===== src/rtl/apb_uart_pkg.sv =====
// Shared register map, STATUS bit positions and TX state encoding for the APB UART transmitter.
package apb_uart_pkg;

  localparam logic [3:0] REG_TXDATA  = 4'h0;
  localparam logic [3:0] REG_STATUS  = 4'h4;
  localparam logic [3:0] REG_BAUDDIV = 4'h8;

  localparam int STAT_BUSY  = 0;
  localparam int STAT_FULL  = 1;
  localparam int STAT_EMPTY = 2;
  localparam int STAT_COUNT = 8;

  localparam logic [1:0] ST_IDLE  = 2'd0;
  localparam logic [1:0] ST_START = 2'd1;
  localparam logic [1:0] ST_DATA  = 2'd2;
  localparam logic [1:0] ST_STOP  = 2'd3;

  typedef enum logic [1:0] {
    IDLE  = ST_IDLE,
    START = ST_START,
    DATA  = ST_DATA,
    STOP  = ST_STOP
  } tx_state_t;

endpackage


===== src/rtl/apb_uart_tx_slave_if.sv =====
// APB bus bundle between the interconnect initiator and the UART TX responder.
interface apb_uart_tx_slave_if #(
  parameter int AW = 12,
  parameter int DW = 32
);

  logic [AW-1:0]   paddr;
  logic            pwrite;
  logic            psel;
  logic            penable;
  logic            pready;
  logic [DW-1:0]   pwdata;
  logic [DW/8-1:0] pstrb;
  logic [DW-1:0]   rdata;

  modport master (
    output paddr, pwrite, psel, penable, pwdata, pstrb,
    input  pready, rdata
  );

  modport slave (
    input  paddr, pwrite, psel, penable, pwdata, pstrb,
    output pready, rdata
  );

endinterface


===== src/rtl/sync_fifo.sv =====
// Single-clock FIFO; push is ignored when full, pop is ignored when empty.
module sync_fifo #(
  parameter int WIDTH = 8,
  parameter int DEPTH = 8,
  localparam int CW  = $clog2(DEPTH + 1),
  localparam int PW  = $clog2(DEPTH)
) (
  input  logic             clk_i,
  input  logic             reset_i,
  input  logic             push,
  input  logic             pop,
  input  logic [WIDTH-1:0] wr_data,
  output logic [WIDTH-1:0] rd_data,
  output logic             full,
  output logic             empty,
  output logic [CW-1:0]    count
);

  logic [WIDTH-1:0] mem [DEPTH];
  logic [PW-1:0]    wr_ptr;
  logic [PW-1:0]    rd_ptr;
  logic             do_push;
  logic             do_pop;

  assign full    = (count == CW'(DEPTH));
  assign empty   = (count == '0);
  assign do_push = push & ~full;
  assign do_pop  = pop & ~empty;
  assign rd_data = mem[rd_ptr];

  // Storage array; contents are don't-care until written.
  always_ff @(posedge clk_i) begin
    if (do_push) mem[wr_ptr] <= wr_data;
  end

  // Pointers wrap naturally because DEPTH is a power of two.
  always_ff @(posedge clk_i or posedge reset_i) begin
    if (reset_i) begin
      wr_ptr <= '0;
      rd_ptr <= '0;
      count  <= '0;
    end else begin
      if (do_push) wr_ptr <= wr_ptr + PW'(1);
      if (do_pop)  rd_ptr <= rd_ptr + PW'(1);
      case ({do_push, do_pop})
        2'b10:   count <= count + CW'(1);
        2'b01:   count <= count - CW'(1);
        default: count <= count;
      endcase
    end
  end

endmodule


===== src/rtl/apb_uart_tx_slave.sv =====
// APB responder with TX FIFO, programmable baud divider and 8N1 serialiser.
//
// state | meaning
// IDLE  | line high, waiting for a byte in the FIFO
// START | start bit (line low) for one bit time
// DATA  | eight data bits, LSB first
// STOP  | stop bit (line high); chains straight into START if more data is queued
module apb_uart_tx_slave
  import apb_uart_pkg::*;
#(
  parameter int AW           = 12,
  parameter int DW           = 32,
  parameter int FIFO_DEPTH   = 8,
  parameter int BAUD_DIV_RST = 434
) (
  input  logic                clk_i,
  input  logic                reset_i,
  apb_uart_tx_slave_if.slave  s_apb,
  output logic                uart_tx_o,
  output logic                tx_irq_o
);

  localparam int CW = $clog2(FIFO_DEPTH + 1);

  logic [AW-1:0]   paddr;
  logic [DW-1:0]   pwdata;
  logic [DW/8-1:0] pstrb;
  logic [3:0]      offset;
  logic            setup_ph;
  logic            access_ph;
  logic            wr_txdata;
  logic            wr_bauddiv;
  logic            push;
  logic            pop;
  logic            full;
  logic            empty;
  logic [CW-1:0]   count;
  logic [7:0]      fifo_rd;
  logic [15:0]     baud_div;
  logic [15:0]     baud_next;
  logic [15:0]     baud_cnt;
  logic            bit_end;
  tx_state_t       state;
  logic [7:0]      shift;
  logic [2:0]      bit_cnt;
  logic            tx_q;
  logic [DW-1:0]   status_word;
  logic [DW-1:0]   rd_mux;
  logic [DW-1:0]   rdata_q;
  logic            unused_ok;

  assign paddr  = s_apb.paddr;
  assign pwdata = s_apb.pwdata;
  assign pstrb  = s_apb.pstrb;
  assign offset = paddr[3:0];

  assign setup_ph   = s_apb.psel & ~s_apb.penable;
  assign access_ph  = s_apb.psel & s_apb.penable;
  assign wr_txdata  = access_ph & s_apb.pwrite & (offset == REG_TXDATA);
  assign wr_bauddiv = access_ph & s_apb.pwrite & (offset == REG_BAUDDIV);

  // Only a TXDATA write against a full FIFO stalls; full comes from the registered count.
  assign s_apb.pready = ~(wr_txdata & full);
  assign push         = wr_txdata & ~full & pstrb[0];

  assign bit_end = (baud_cnt == 16'd0);
  assign pop     = ~empty & ((state == IDLE) | ((state == STOP) & bit_end));

  assign uart_tx_o   = tx_q;
  assign tx_irq_o    = empty & (state == IDLE);
  assign s_apb.rdata = rdata_q;

  assign unused_ok = ^{paddr[AW-1:4], pwdata[DW-1:16], pstrb[DW/8-1:2]};

  sync_fifo #(
    .WIDTH (8),
    .DEPTH (FIFO_DEPTH)
  ) u_fifo (
    .clk_i   (clk_i),
    .reset_i (reset_i),
    .push    (push),
    .pop     (pop),
    .wr_data (pwdata[7:0]),
    .rd_data (fifo_rd),
    .full    (full),
    .empty   (empty),
    .count   (count)
  );

  // STATUS word assembled from live FIFO/FSM state.
  always_comb begin
    status_word                  = '0;
    status_word[STAT_BUSY]       = (state != IDLE);
    status_word[STAT_FULL]       = full;
    status_word[STAT_EMPTY]      = empty;
    status_word[STAT_COUNT +: CW] = count;
  end

  // Read mux; TXDATA and unmapped offsets read as zero.
  always_comb begin
    rd_mux = '0;
    case (offset)
      REG_STATUS:  rd_mux = status_word;
      REG_BAUDDIV: rd_mux[15:0] = baud_div;
      default:     rd_mux = '0;
    endcase
  end

  // Byte-lane merge of a BAUDDIV write with the current value.
  always_comb begin
    baud_next       = baud_div;
    if (pstrb[0]) baud_next[7:0]  = pwdata[7:0];
    if (pstrb[1]) baud_next[15:8] = pwdata[15:8];
  end

  // Read data is captured in the setup phase so the access phase completes without wait states.
  always_ff @(posedge clk_i or posedge reset_i) begin
    if (reset_i) begin
      rdata_q <= '0;
    end else if (setup_ph) begin
      rdata_q <= s_apb.pwrite ? '0 : rd_mux;
    end
  end

  // BAUDDIV register; a divider of zero would stall the bit timer, so it is clamped to one.
  always_ff @(posedge clk_i or posedge reset_i) begin
    if (reset_i) begin
      baud_div <= 16'(BAUD_DIV_RST);
    end else if (wr_bauddiv) begin
      baud_div <= (baud_next == 16'd0) ? 16'd1 : baud_next;
    end
  end

  // TX FSM; the bit timer reloads from BAUDDIV only at bit boundaries so a new divider never truncates a bit.
  always_ff @(posedge clk_i or posedge reset_i) begin
    if (reset_i) begin
      state    <= IDLE;
      shift    <= 8'h00;
      bit_cnt  <= 3'd0;
      baud_cnt <= 16'd0;
      tx_q     <= 1'b1;
    end else begin
      case (state)
        IDLE: begin
          tx_q <= 1'b1;
          if (!empty) begin
            state    <= START;
            shift    <= fifo_rd;
            baud_cnt <= baud_div - 16'd1;
            tx_q     <= 1'b0;
          end
        end
        START: begin
          if (bit_end) begin
            state    <= DATA;
            tx_q     <= shift[0];
            shift    <= {1'b0, shift[7:1]};
            bit_cnt  <= 3'd0;
            baud_cnt <= baud_div - 16'd1;
          end else begin
            baud_cnt <= baud_cnt - 16'd1;
          end
        end
        DATA: begin
          if (bit_end) begin
            baud_cnt <= baud_div - 16'd1;
            if (bit_cnt == 3'd7) begin
              state <= STOP;
              tx_q  <= 1'b1;
            end else begin
              tx_q    <= shift[0];
              shift   <= {1'b0, shift[7:1]};
              bit_cnt <= bit_cnt + 3'd1;
            end
          end else begin
            baud_cnt <= baud_cnt - 16'd1;
          end
        end
        STOP: begin
          if (bit_end) begin
            if (!empty) begin
              state    <= START;
              shift    <= fifo_rd;
              baud_cnt <= baud_div - 16'd1;
              tx_q     <= 1'b0;
            end else begin
              state <= IDLE;
              tx_q  <= 1'b1;
            end
          end else begin
            baud_cnt <= baud_cnt - 16'd1;
          end
        end
        default: begin
          state <= IDLE;
          tx_q  <= 1'b1;
        end
      endcase
    end
  end

endmodule


===== src/flat_wrapper.sv =====
// flat-port wrapper written by rule: the top's interface ports become plain ports
module apb_uart_tx_slave_flat import apb_uart_pkg::*;
#(
  parameter int AW           = 12,
  parameter int DW           = 32,
  parameter int FIFO_DEPTH   = 8,
  parameter int BAUD_DIV_RST = 434
)
  (clk_i, reset_i, uart_tx_o, tx_irq_o, s_apb_paddr, s_apb_pwrite, s_apb_psel, s_apb_penable, s_apb_pwdata, s_apb_pstrb, s_apb_pready, s_apb_rdata);
  apb_uart_tx_slave_if #(.AW(AW), .DW(DW)) s_apb_i ();
  input  logic clk_i;
  input  logic reset_i;
  output logic uart_tx_o;
  output logic tx_irq_o;
  input wire logic [$bits(s_apb_i.paddr)-1:0] s_apb_paddr;
  input wire logic [$bits(s_apb_i.pwrite)-1:0] s_apb_pwrite;
  input wire logic [$bits(s_apb_i.psel)-1:0] s_apb_psel;
  input wire logic [$bits(s_apb_i.penable)-1:0] s_apb_penable;
  input wire logic [$bits(s_apb_i.pwdata)-1:0] s_apb_pwdata;
  input wire logic [$bits(s_apb_i.pstrb)-1:0] s_apb_pstrb;
  output wire logic [$bits(s_apb_i.pready)-1:0] s_apb_pready;
  output wire logic [$bits(s_apb_i.rdata)-1:0] s_apb_rdata;
  assign s_apb_i.paddr = s_apb_paddr;
  assign s_apb_i.pwrite = s_apb_pwrite;
  assign s_apb_i.psel = s_apb_psel;
  assign s_apb_i.penable = s_apb_penable;
  assign s_apb_i.pwdata = s_apb_pwdata;
  assign s_apb_i.pstrb = s_apb_pstrb;
  assign s_apb_pready = s_apb_i.pready;
  assign s_apb_rdata = s_apb_i.rdata;
  apb_uart_tx_slave #(.AW(AW), .DW(DW), .FIFO_DEPTH(FIFO_DEPTH), .BAUD_DIV_RST(BAUD_DIV_RST)) u_core (.clk_i(clk_i), .reset_i(reset_i), .s_apb(s_apb_i), .uart_tx_o(uart_tx_o), .tx_irq_o(tx_irq_o));
endmodule

===== config.mk =====
export PLATFORM = sky130hd
export DESIGN_NAME = apb_uart_tx_slave_flat
export DESIGN_NICKNAME = d
export VERILOG_FILES = /design/src/rtl/apb_uart_pkg.sv /design/src/rtl/apb_uart_tx_slave_if.sv /design/src/rtl/sync_fifo.sv /design/src/rtl/apb_uart_tx_slave.sv /design/src/flat_wrapper.sv
export SDC_FILE = /design/constraint.sdc
export NUM_CORES = 1
export LEC_CHECK = 0
export CAP_MARGIN = 0
export CORE_MARGIN = 1
export CORE_UTILIZATION = 30
export CTS_CLUSTER_SIZE = 16
export DETAILED_ROUTE_END_ITERATION = 6
export GPL_TIMING_DRIVEN = 1
export REMOVE_ABC_BUFFERS = 1
export SKIP_LAST_GASP = 1
export SYNTH_ARGS = -nofsm -noshare
export SYNTH_HDL_FRONTEND = slang
export SYNTH_HIERARCHICAL = 1
export SYNTH_SLANG_ARGS = --single-unit
export TNS_END_PERCENT = 30

===== constraint.sdc =====
create_clock -name clk_i -period 4.2 [get_ports clk_i]
set_input_delay 1.26 -clock clk_i [delete_from_list [all_inputs] [get_ports clk_i]]
set_output_delay 1.26 -clock clk_i [all_outputs]
set_load 0.005 [all_outputs]

==> results of run 1 <==
==> cell usage in the layout (no fill, tap or decap), types with 9 or more instances in the layout <==
master | Yosys | final
nand3_1 | 10 | 10
mux2i_1 | 11 | 11
xor2_1 | 12 | 12
inv_1 | 27 | 26
a31oi_1 | 9 | 9
mux2_2 | 25 | 25
ha_1 | 15 | 15
xnor2_1 | 15 | 15
nor2_1 | 34 | 34
clkdlybuf4s50_1 | 0 | 45
nand2_1 | 36 | 36
dfrtp_1 | 66 | 66
edfxtp_1 | 64 | 64
or3_1 | 9 | 9
mux4_1 | 16 | 16
clkbuf_16 | 0 | 17
nor3_1 | 19 | 18
conb_1 | 1 | 16
o21ai_0 | 18 | 18
buf_4 | 16 | 27
a22o_1 | 17 | 17
a21oi_1 | 29 | 29
==> final cells by class <==
cell class | count | area [µm²] | share of cell area [%]
Clock inverter | 13 | 178.9 | 2.108
Multi-Input combinational cell | 380 | 2978 | 35.09
Timing Repair Buffer | 73 | 673.1 | 7.932
Inverter | 27 | 101.3 | 1.194
Clock buffer | 19 | 432.9 | 5.101
Tap cell | 313 | 391.6 | 4.614
Sequential cell | 136 | 3731 | 43.96
==> flip-flops by register name, summed over array words and instances, names as in the netlist <==
register and flops:
u_core/u_fifo/count 4, u_core/uart_tx_o 1, u_core/baud_div 16, u_core/u_fifo/mem 64, u_core/u_fifo/wr_ptr 3, u_core/bit_cnt 3
u_core/u_fifo/rd_ptr 3, u_core/baud_cnt 16, u_core/state 2, u_core/s_apb.rdata 16, u_core/shift 8
==> report_power, final <==
part | switching [µW] | internal [µW]
Combinational | 1060 | 908
Clock | 553 | 988
Sequential | 272 | 1580
==> kinds of logic after synthesis <==
logic type,count (synthesis)
buffers and inverters,73
other,1
AND/OR/NAND/NOR,150
multiplexers,52
flip-flops,136
adder cells (fa/ha/maj),16
AO/OA/AOI/OAI,119
XOR/XNOR,27
==> per-stage QoR <==
step / util, % / power, µW / hold slack, ns
after global placement: 34.57 / 3802 / 0.4864
after global routing: 37.26 / 5705 / 0.5200
after detailed placement: 34.57 / 3836 / 0.4814
after CTS: 37.26 / 5394 / 0.5015
final: 37.26 / 5365 / 0.4974
after floorplan: - / 3255 / 0.4657
==> critical path, delay by kind of cell <==
kind | cells | cell delay, ns
AND/OR/NAND/NOR | 4 | 0.43
buffers and inverters | 2 | 0.96
==> final timing paths <==
kind / start / end / depth (start not counted)
max: s_apb_pwrite / s_apb_pready / 6
min in group asynchronous: reset_i / u_core/u_fifo/wr_ptr[1] / 2
max in group asynchronous: reset_i / u_core/uart_tx_o / 3
min reg2reg: u_core/bit_cnt[2] / u_core/bit_cnt[2] / 1
max reg2reg: u_core/baud_cnt[0] / u_core/u_fifo/count[3] / 13
min: u_core/bit_cnt[2] / u_core/bit_cnt[2] / 1
==> routing by layer <==
layer | share of wire (%) | vias to the layer above
met2 | 47 | 142
met4 | 1.7 | 0
met1 | 47 | 2346
met3 | 4.1 | 19
met5 | 0 | -
li1 | - | 2279
==> metrics, run 1 <==
synth top area cells edfxtp_1 (27%), dfrtp_1 (24%), mux4_1 (6.0%); Setup TNS 0 ns; Clk pin slew, worst setup/hold paths 0.06 ns; Yosys top cell area share 27.42%; chip width 154.8 µm; PD cells 632.2 nW/µm²; fraction of synthesized cell area in xor and xnor cells 3.374%; Slew Limit Fails 0; status finished clean; Post-Syn Area 7008 µm²; Max-Cap Viols 0; cts hold-fix bufs 0; endpoint class of the critical path primary output; port buffer count 45; DR WL/cell ~17 µm; kind of critical path input port to primary output; Ant. Diodes 0; leak pwr 0.003392 µW; first drt pass iteration count 5; first-pass GRT wire length 25.99 mm; Inserted Clock Buffers 17; Post-CTS Resized 0; vias per inst 4.980; Critical Path Start Type input port; share of layout cells above drive strength 1 between 15 and 20%; post-route setup slack 0.2984 ns; placed instance area approximately 8000 µm²; GRT Total Usage between 10% and 20%; non-filler cells, final ~960; H-tree levels 4; largest vdd supply drop just over 0.0003 V; row count 55; die height 154.8 µm; worst skew pair latency 0.42 ns; Critical Path AT around 2.6 ns; CP max-delay cell clkdlybuf4s50_1; nets@finish 704; Largest stage delay, worst path 0.52 ns; Main synth FF type dfrtp_1; worst path cell trace clkdlybuf4s50_1, nand3_1, nand2b_1, nor2_1, nand2_1, clkdlybuf4s50_1; antenna-violating nets left 0; vias in the first global route roughly 4600; DR vias about 4800; final hold vios 0; skew final 0.008174 ns; adder-cell share of the synthesized area 2.964%; post-detailed-routing wire length 16.09 mm; die area 23980 µm²; Ys Warns 6; Initial DRC Count 355; Compound-Gate Fraction of Synth Area between 10% and 20%; Hold Crit Class flip-flop to flip-flop; # clock sinks ~140; CTS tree done; simple-gate portion of the synthesized area 11.27%; aggregate global routing overflow 0; slew margin rel. 36.42%; FFs w/ async S/R, synth 52.94%; CP max FO 3; routing usage on met2 22.17%; busiest grt layer met2; unrepaired setup endpoints after global routing false; Place WS between 0.15 and 0.2 ns; total instance count after detailed placement 929; Post-CTS Setup Bufs 0; Initial Util between 30% and 40%; pin count of the biggest net entering global routing 63; fin crit period 3.902 ns; Final Wtd Congestion a little over 0.8; Root Buffer clkbuf_16; Worst EP required 2.94 ns; Max Buffers Root-to-Sink 2; largest family of logic cells by synthesized area compound AO/OA/AOI/OAI gates; post-layout instance area 8487 µm²; # fillers 2204; top post-synthesis cells by count dfrtp_1 (66), edfxtp_1 (64), nand2_1 (36); Setup-failing EPs final 0; unique cell type count in the Yosys netlist 69; Area growth, synth to finish 21.10%; Worst Tran Pin Value 0.9537 ns; Final HPWL DP approximately 11 mm; met1 Use GR between 10% and 20%; Yosys reg bits between 100 and 150; crit-path most repeated cell clkdlybuf4s50_1; R2R Setup Slk 0.65 ns; Seq/Total Area, Yosys 53.24%; Core ar. 22780 µm²; Synth Instances 574; antenna violations before repair 0; Fmax achieved between 0.2 and 0.3 GHz; Post-synth EDFFs 64; syn_area_per_cell 12.21 µm²; M3 GR Usage 2.662%; mux cell area share after synthesis 11.59%; I/O pin total 88; Final Cycle Share between 90% and 100%; # DRC 0; most frequent cell after synthesis dfrtp_1; area leader, netlist edfxtp_1
Power figures use the tool's default switching activity.
==> inputs of run 2 (changes only) <==
--- a/config.mk
+++ b/config.mk
@@ -8,7 +8,6 @@
 export CAP_MARGIN = 0
 export CORE_MARGIN = 1
 export CORE_UTILIZATION = 30
-export CTS_CLUSTER_SIZE = 16
 export DETAILED_ROUTE_END_ITERATION = 6
 export GPL_TIMING_DRIVEN = 1
 export REMOVE_ABC_BUFFERS = 1
==> results of run 2 <==
No change in the layout: final DEF, timing and power equal those of run 1.
==> inputs of run 3 (changes only) <==
--- a/config.mk
+++ b/config.mk
@@ -7,7 +7,7 @@
 export LEC_CHECK = 0
 export CAP_MARGIN = 0
 export CORE_MARGIN = 1
-export CORE_UTILIZATION = 30
+export CORE_UTILIZATION = 35
 export DETAILED_ROUTE_END_ITERATION = 6
 export GPL_TIMING_DRIVEN = 1
 export REMOVE_ABC_BUFFERS = 1
==> run 3 against run 2 <==
Compared with the run above: via count up 2.9%; highest routed layer unchanged; critical endpoint unchanged; die area down 14%; design area down 1.7%.
==> metrics, run 3 (synthesized netlist as in run 1, its figures left out) <==
HP Start u_core/s_apb.rdata[1]; Multi-input gate area 2978 µm² (unchanged); Hold Crit Class flip-flop to flip-flop; commonest non-fill, non-tap cell in the layout dfrtp_1; Post-CTS Setup Bufs 0 (unchanged); CTS tree done; Initial Util 35.89% (+5.1 points); register area 3731 µm² (unchanged); chip width 143.5 µm (-7.3%); H-tree levels 4 (unchanged); die area 20590 µm² (-14%); # clock sinks 136 (unchanged); Initial DRC Count 429 (+21%); vias per inst 5.429 (+9.0%); die height 143.5 µm (-7.3%); I/O pin total 88 (unchanged); Core ar. 19530 µm² (-14%); port buffer count 45 (unchanged); vias in the first global route 4936 (+6.7%); PD cells 631.2 nW/µm² (-0.16%); unrepaired setup endpoints after global routing false; Critical Path AT 2.72 ns (+0.08 ns); Area growth, synth to finish 19.00%; Worst Tran Pin Value 0.9045 ns (-0.04924 ns); Post-CTS Resized 0 (unchanged); first drt pass iteration count 5 (unchanged); post-layout instance area 8339 µm² (-1.7%); RR Endpoint u_core/u_fifo/count[3]; Setup-failing EPs final 0 (unchanged); first-pass GRT wire length 26.25 mm (+1.0%); Worst EP required 2.94 ns (about the same); Inserted Clock Buffers 17 (unchanged); Fmax achieved 0.2515 GHz (-1.9%); DR vias 4924 (+2.9%); R2R Setup Slk 0.63 ns (-0.02 ns); Root Buffer clkbuf_16; GRT Total Usage 16.99% (+2.9 points); slew margin rel. 39.70% (+3.3 points); Clk pin slew, worst setup/hold paths 0.06 ns (about the same); DR WL/cell 18.15 µm (+8.4%); pin count of the biggest net entering global routing 39 (-38%); antenna violations before repair 0 (unchanged); hold depth 2 (+1); fin crit period 3.977 ns (+0.07503 ns); R2R depth 13 (unchanged); share of layout cells above drive strength 1 15.11% (-0.79 points); final hold vios 0 (unchanged); post-detailed-routing wire length 16.46 mm (+2.3%); # fillers 1804 (-18%); Final Wtd Congestion 0.8870 (+10%); leak pwr 0.003351 µW (-1.2%); Post-Route Utilization 42.71% (+5.4 points); # DRC 0 (unchanged); reg2reg start u_core/baud_cnt[0]; Max-Cap Viols 0 (unchanged); kind of critical path input port to primary output; Critical Path Start Type input port; row count 51 (-7.3%); Final HPWL DP 11.46 mm (+2.6%); skew final 0.007716 ns (-0.0004577 ns); cts hold-fix bufs 0 (unchanged); antenna-violating nets left 0 (unchanged); status finished clean; WHS Endpoint u_core/s_apb.rdata[1]; commonest non-fill, non-tap cells in the layout dfrtp_1 (66), edfxtp_1 (64), clkdlybuf4s50_1 (45); Ant. Diodes 0 (unchanged); placed instance area 7770 µm² (-1.3%); max FFs per register 64 (unchanged); Setup TNS 0 ns (unchanged); Most flops, register u_core/u_fifo/mem; Max Buffers Root-to-Sink 2 (unchanged); nets@finish 698 (-0.85%); aggregate global routing overflow 0 (unchanged); Final Cycle Share 94.68% (+1.8 points); CP max FO 3 (unchanged); largest vdd supply drop 0.0003202 V (+2.9%); worst skew pair latency 0.42 ns (about the same); endpoint class of the critical path primary output; Slew Limit Fails 0 (unchanged)
[run 3: layer usage]
layer | global-route usage, % | share of wire (%)
met5 | 0 | 0
met4 | 7.839 | 2.2
met3 | 3.399 | 4.3
met2 | 28.03 | 49
met1 | 21.45 | 45
[run 3: worst max-delay path: stages]
cell,delay (ns)
clkdlybuf4s50_1,0.52
nand3_1,0.16
nand2b_1,0.19
nor2_1,0.10
nand2_1,0.06
clkdlybuf4s50_1,0.44
[run 3: report_power, final]
group / internal [µW] / switching [µW] / leakage (µW) / total [µW]
sequential: 1580 / 277 / 0.00150 / 1860
clock: 829 / 611 / 0.000275 / 1440
combinational: 885 / 1080 / 0.00158 / 1970
total: 3290 / 1970 / 0.00335 / 5260
[run 3: worst max path at each step]
stage                     slack (ns)                endpoint            from  cells after the start
after floorplan                 0.48  u_core/u_fifo/count[3]  s_apb_paddr[1]                      9
after global placement          0.08  u_core/u_fifo/count[3]    s_apb_pwrite                     11
after detailed placement        0.05  u_core/u_fifo/count[3]    s_apb_pwrite                     11
after CTS                       0.22            s_apb_pready    s_apb_pwrite                      6
after global routing            0.12            s_apb_pready    s_apb_pwrite                      6
final                           0.22            s_apb_pready    s_apb_pwrite                      6
[run 3: cell type report]
| class | count | share of cell area (%) |
|---|---|---|
| clock buffers | 17 | 5.101 |
| well taps | 265 | 3.976 |
| clock inverters | 15 | 1.725 |
| flip-flops and latches | 136 | 44.74 |
| multi-input cells | 380 | 35.71 |
| inverters | 27 | 1.215 |
| repair buffers | 67 | 7.532 |
[run 3: per-stage QoR]
stage | instances | setup slack, ns | power [µW] | hold slack [ns]
after floorplan | 543 | 0.4840 | 3255 | 0.4657
after global placement | 875 | 0.07897 | 3726 | 0.4789
after detailed placement | 875 | 0.05069 | 3806 | 0.4781
after CTS | 907 | 0.2218 | 5269 | 0.4977
after global routing | 907 | 0.1167 | 5584 | 0.5100
final | 907 | 0.2233 | 5263 | 0.4928
